[src/rtl/obi_demux_outstanding.sv]
// 1-to-N OBI demultiplexer with outstanding-transaction tracking and in-order response routing.
// Define OBI_DEMUX_ERR_RESP_EN to answer unmapped addresses from an internal error responder.

package obi_demux_outstanding_pkg;

  typedef struct packed {
    logic        req;
    logic        we;
    logic [3:0]  be;
    logic [31:0] addr;
    logic [31:0] wdata;
  } obi_req_t;

  typedef struct packed {
    logic        gnt;
    logic        rvalid;
    logic [31:0] rdata;
  } obi_resp_t;

  typedef struct packed {
    logic [31:0] idx;
    logic [31:0] start_addr;
    logic [31:0] end_addr;
  } addr_map_rule_t;

endpackage

module obi_demux_outstanding
  import obi_demux_outstanding_pkg::*;
#(
  parameter int unsigned NUM_SLAVES      = 2,
  parameter int unsigned NUM_RULES       = 1,
  parameter int unsigned MAX_OUTSTANDING = 4,
  parameter int unsigned CNT_W           = $clog2(MAX_OUTSTANDING + 1),
  parameter int unsigned IDX_W           = $clog2(NUM_SLAVES)
) (
  input  logic                            clk_i,
  input  logic                            rst_ni,
  input  addr_map_rule_t [NUM_RULES-1:0]  addr_map_i,
  input  logic [IDX_W-1:0]                default_idx_i,
  input  obi_req_t                        master_req_i,
  output obi_resp_t                       master_resp_o,
  output obi_req_t [NUM_SLAVES-1:0]       slave_req_o,
  input  obi_resp_t [NUM_SLAVES-1:0]      slave_resp_i,
  output logic [CNT_W-1:0]                outstanding_o
);

`ifdef OBI_DEMUX_ERR_RESP_EN
  // The error responder occupies the virtual target index NUM_SLAVES.
  localparam int unsigned TGT_W = $clog2(NUM_SLAVES + 1);
  localparam logic [TGT_W-1:0] ERR_IDX = TGT_W'(NUM_SLAVES);
`else
  localparam int unsigned TGT_W = IDX_W;
`endif

  logic [CNT_W-1:0] cnt;
  logic [TGT_W-1:0] cur_idx;
  logic [TGT_W-1:0] dec_idx;
  logic [TGT_W-1:0] rule_idx;
  logic             rule_hit;
  logic             allow;
  logic             sel_gnt;
  logic             gnt_int;
  logic             accept;
  logic             rsp_rvalid;
  logic [31:0]      rsp_rdata;
  logic             rvalid_fwd;

`ifdef OBI_DEMUX_ERR_RESP_EN
  logic             err_pend;
`endif

  // Scan from the highest rule down so the lowest-numbered match wins.
  always_comb begin
    rule_hit = 1'b0;
    rule_idx = '0;
    for (int r = int'(NUM_RULES) - 1; r >= 0; r--) begin
      if ((addr_map_i[r].idx < NUM_SLAVES) &&
          (master_req_i.addr >= addr_map_i[r].start_addr) &&
          (master_req_i.addr <  addr_map_i[r].end_addr)) begin
        rule_hit = 1'b1;
        rule_idx = TGT_W'(addr_map_i[r].idx);
      end
    end
  end

`ifdef OBI_DEMUX_ERR_RESP_EN
  assign dec_idx = rule_hit ? rule_idx : ERR_IDX;
`else
  assign dec_idx = rule_hit ? rule_idx : TGT_W'(default_idx_i);
`endif

  // A new target is only accepted once every response from the old one has drained.
  assign allow = (cnt < CNT_W'(MAX_OUTSTANDING)) &&
                 ((cnt == '0) || (dec_idx == cur_idx));

  always_comb begin
    sel_gnt    = 1'b0;
    rsp_rvalid = 1'b0;
    rsp_rdata  = '0;
    for (int s = 0; s < int'(NUM_SLAVES); s++) begin
      if (dec_idx == TGT_W'(s)) begin
        sel_gnt = slave_resp_i[s].gnt;
      end
      if (cur_idx == TGT_W'(s)) begin
        rsp_rvalid = slave_resp_i[s].rvalid;
        rsp_rdata  = slave_resp_i[s].rdata;
      end
    end
`ifdef OBI_DEMUX_ERR_RESP_EN
    if (dec_idx == ERR_IDX) begin
      sel_gnt = 1'b1;
    end
    if (cur_idx == ERR_IDX) begin
      rsp_rvalid = err_pend;
      rsp_rdata  = 32'hBADACCE5;
    end
`endif
  end

  always_comb begin
    for (int s = 0; s < int'(NUM_SLAVES); s++) begin
      slave_req_o[s] = '0;
      if (dec_idx == TGT_W'(s)) begin
        slave_req_o[s]     = master_req_i;
        slave_req_o[s].req = master_req_i.req && allow;
      end
    end
  end

  assign gnt_int    = allow && sel_gnt;
  assign accept     = master_req_i.req && gnt_int;
  assign rvalid_fwd = rsp_rvalid && (cnt != '0);

  // Upstream response stays silent while the reset is held.
  assign master_resp_o.gnt    = rst_ni && gnt_int;
  assign master_resp_o.rvalid = rst_ni && rvalid_fwd;
  assign master_resp_o.rdata  = (rst_ni && rvalid_fwd) ? rsp_rdata : '0;
  assign outstanding_o        = cnt;

  always_ff @(posedge clk_i or negedge rst_ni) begin
    if (!rst_ni) begin
      cnt      <= '0;
      cur_idx  <= '0;
`ifdef OBI_DEMUX_ERR_RESP_EN
      err_pend <= 1'b0;
`endif
    end else begin
      if (accept && !rvalid_fwd) begin
        cnt <= cnt + CNT_W'(1);
      end else if (!accept && rvalid_fwd) begin
        cnt <= cnt - CNT_W'(1);
      end
      if (accept) begin
        cur_idx <= dec_idx;
      end
`ifdef OBI_DEMUX_ERR_RESP_EN
      err_pend <= accept && (dec_idx == ERR_IDX);
`endif
    end
  end

  a_no_idle_rvalid: assert property (@(posedge clk_i) disable iff (!rst_ni)
    rsp_rvalid |-> (cnt != '0));

  a_no_overflow: assert property (@(posedge clk_i) disable iff (!rst_ni)
    accept |-> (cnt < CNT_W'(MAX_OUTSTANDING)));

  for (genvar s = 0; s < NUM_SLAVES; s++) begin : g_rvalid_chk
    a_rvalid_from_cur: assert property (@(posedge clk_i) disable iff (!rst_ni)
      slave_resp_i[s].rvalid |-> ((cnt != '0) && (cur_idx == TGT_W'(s))));
  end

endmodule
[config.mk]
export PLATFORM = sky130hd
export DESIGN_NAME = obi_demux_outstanding
export DESIGN_NICKNAME = d
export VERILOG_FILES = /design/src/rtl/obi_demux_outstanding.sv
export SDC_FILE = /design/constraint.sdc
export NUM_CORES = 1
export LEC_CHECK = 0
export BUFFER_PORTS_ARGS = -buffer_cell sky130_fd_sc_hd__buf_4
export CAP_MARGIN = 30
export CORE_AREA = 2 2 161 163
export CTS_CLUSTER_DIAMETER = 120
export DETAILED_ROUTE_END_ITERATION = 10
export DIE_AREA = 0 0 163 165
export PLACE_DENSITY = 0.52
export SKIP_LAST_GASP = 1
export SLEW_MARGIN = 0
export SYNTH_ARGS = -nofsm -noshare
export SYNTH_HDL_FRONTEND = slang
export SYNTH_SLANG_ARGS = --single-unit
[constraint.sdc]
create_clock -name clk_i -period 5.5 [get_ports clk_i]
set_input_delay 0.55 -clock clk_i [delete_from_list [all_inputs] [get_ports clk_i]]
set_output_delay 0.55 -clock clk_i [all_outputs]
set_load 0.05 [all_outputs]
==> impl_metrics.csv <==
group,metric,value,unit
route,drt-initial-drc-count,174,
placed_design,dpl-instance-area,6843,um^2
global_route,grt_pass1_vias,4522,
timing,fin_hold_ws,0.1203,ns
yosys,synthArstFlopShare,1.000,
worst_setup_path,worstPathArrival,4.56,ns
run_status,status,"complete, no violations",
worst_setup_path,r2r_slack,3.04,ns
route,post_drt_wl_per_cell,15.10,um
timing,skew,0.001377,ns
die,die_h,165,um
worst_setup_path,crit_family,"compound AO/OA/AOI/OAI gates",
run,cap_viol_max_count,0,
worst_setup_path,startpoint_type,"primary input",
clock_network,cts-root-buf,"clkbuf_16",
die,start_util,0.1345,
global_route,gr-total-overflow,0,
worst_setup_path,critPathBufInv,2,
worst_setup_path,crit_path_end,"outstanding_o[2]$_DFFE_PN0P_",
power,power_density,175.1,nW/um^2
clock_network,htreeDepth,1,
finish,drive_above_1_share,0.4781,
die,coreArea,25040,um^2
yosys,synth_edf_count,0,
placed_design,gp_congestion,0.7595,
placed_design,place.detailed.hpwl,16.31,mm
timing,worst_pin_slew,0.6716,ns
global_route,grt_start_max_net_pins,141,
worst_setup_path,path_class,"primary input to register",
worst_setup_path,end_kind,"register",
clock_network,clock_latency,0.23,ns
finish,design_area,6924,um^2
worst_setup_path,crit_start,"master_req_i[49]",
worst_setup_path,path_depth,16,
global_route,grt_pass1_wl,25.64,mm
timing,drv_slew,0,
clock_network,clkSlewWorstSetupHoldPaths,0.03,ns
global_route,antenna_found_initial,0,
die,dieArea,26900,um^2
yosys,synth_ff_type,"dfrtp_1",
worst_setup_path,r2r_start,"outstanding_o[0]$_DFFE_PN0P_",
route,antenna_left,0,
worst_setup_path,slowest_delay,0.63,ns
power,leakage,0.004047,uW
clock_network,hold_buffers,0,
yosys,synth_nets,793,
finish,fin_util,0.2766,
route,vias,4649,
yosys,ys_ff_latch,4,
route,via_per_inst,3.811,
clock_network,cts_tree,"built",
yosys,synth.area.top_cells,"ha_1 (24%), nor2b_1 (13%), and2_1 (13%), mux2i_1 (9.8%), inv_1 (7.6%)",
yosys,syn_avg_cell_area,6.857,um^2
timing,rsz0062_at_grt,"false",
worst_setup_path,r2r-end,"outstanding_o[2]$_DFFE_PN0P_",
yosys,yosysWarnings,0,
min_path,min_path_type,"primary input to asynchronous set/reset pin",
worst_setup_path,cp_cell_sequence,"buf_4, ha_1, a21oi_1, o21ai_0, a221oi_1, o311ai_1, a221oi_1, nor3_4, xnor2_1, a2111oi_0, ha_1, inv_1, fa_1, xor2_1, nor2_1, xor2_1",
clock_network,post_cts_resized,0,
timing,max_freq,0.2269,GHz
worst_setup_path,r2r_cells,8,
yosys,yosysSeqAreaShare,0.02973,
clock_network,cts.sinks,4,
yosys,ys_types,40,
finish,area_delta_synth_final,105.6,%
timing,hold_violations,0,
placed_design,io_buffers,413,
timing,setup_tns,0,ns
timing,fin_crit_sh,0.8014,
die,io_pins,414,
timing,setup_viol,0,
worst_setup_path,critPathRequiredTime,5.65,ns
power,ir_drop,0.0002010,V
worst_setup_path,critical_path_peak_fanout,4,
route,wirelength,18.42,mm
worst_setup_path,worst_path_max_delay_cell,"a221oi_1",
clock_network,cts_buffers,3,
finish,nNetsFinal,1192,
clock_network,clk_path_buf_depth,2,
route,drc,0,
yosys,synth_area,3367,um^2
yosys,synthCells,491,
timing,period_minus_slack,4.408,ns
power,power.total,1212,uW
global_route,grt_usage,0.1235,
die,die_w,163,um
yosys,synth.largest_area_cell,"ha_1",
die,placementRows,58,
clock_network,postCtsSetupBuffers,0,
yosys,yosys.area.top_type_share,0.2378,
timing,relSlewSlack,0.5523,
route,drt-pass1-iter-count,4,
[cells in the mapped netlist (all sizes together), types with 3 or more instances]
library cell and number:
a211oi 4, a21o 9, a21oi 17, a221oi 5, a31oi 3, and2 68
and4 7, buf 5, clkbuf 17, dfrtp 4, ha 64, inv 68
mux2i 33, nand2 19, nand3 7, nand4 5, nor2 43, nor2b 69
nor4 9, o21ai 12
[cell type report]
| type | instances | area [um^2] |
|---|---|---|
| inverters | 68 | 255.2 |
| repair buffers | 416 | 3148 |
| multi-input cells | 397 | 2925 |
| well taps | 330 | 412.9 |
| clock buffers | 4 | 78.83 |
| fillers | 2796 | 18110 |
| flip-flops and latches | 4 | 101.3 |
| diodes | 1 | 2.502 |
[where the power goes]
group / internal, uW / switching, uW
combinational: 378 / 649
clock: 95.9 / 22.6
sequential: 42.7 / 24.4
[flip-flops by register name (all words and copies together), names as in the netlist]
name	cells
outstanding_o	3
cur_idx	1
[how the worst min path moves through the flow]
stage	startpoint	end	cells past startpoint
after CTS	rst_ni	outstanding_o[0]$_DFFE_PN0P_	1
after detailed placement	rst_ni	outstanding_o[0]$_DFFE_PN0P_	1
after global placement	rst_ni	outstanding_o[0]$_DFFE_PN0P_	1
final	rst_ni	outstanding_o[0]$_DFFE_PN0P_	1
after global routing	rst_ni	outstanding_o[0]$_DFFE_PN0P_	1
after floorplan	rst_ni	cur_idx$_DFFE_PN0P_	0
[per-layer routing]
layer	wire (um)	track usage
met5	0	0
met4	51	0.01207
met3	1031	0.01733
met2	9361	0.2188
met1	7976	0.1642
[through the flow]
step	instances	worst slack [ns]
6_report	1220	1.092
5_1_grt	1219	0.5116
4_1_cts	1219	0.9940
3_5_place_dp	1215	0.7704
3_3_place_gp	1214	0.8546
2_1_floorplan	491	0.1843
[cells in the final DEF (no fill, tap or decap), drive strengths merged, types with 2 or more instances in the layout]
cell and count:
a31oi 3, a21oi 17, mux2i 33, and2 68
ha 64, nand4 5, and3 2, xor2 2
a211oi 4, o311ai 2, nor2b 69, and4 7
nor3 2, a2111oi 2, dfrtp 4, inv 68
nor2 43, a21o 9, buf 416, nand2 19
o21ai 12, nor4 9, a221oi 5, nand3 7
o211a 2, clkbuf 4, xnor2 2
[logic make-up (layout without fill, tap and decap cells)]
logic type      after synthesis  after routing  synth area share
simple gates                234            234            0.3943
buf+inv                      90            488            0.1014
mux                          34             34            0.1014
flops                         4              4           0.02973
compound gates               60             60            0.1189
xor+xnor                      4              4           0.01041
fa+ha+maj                    65             65            0.2438
other cells                   0              1                 0
Power figures use the tool's default switching activity.
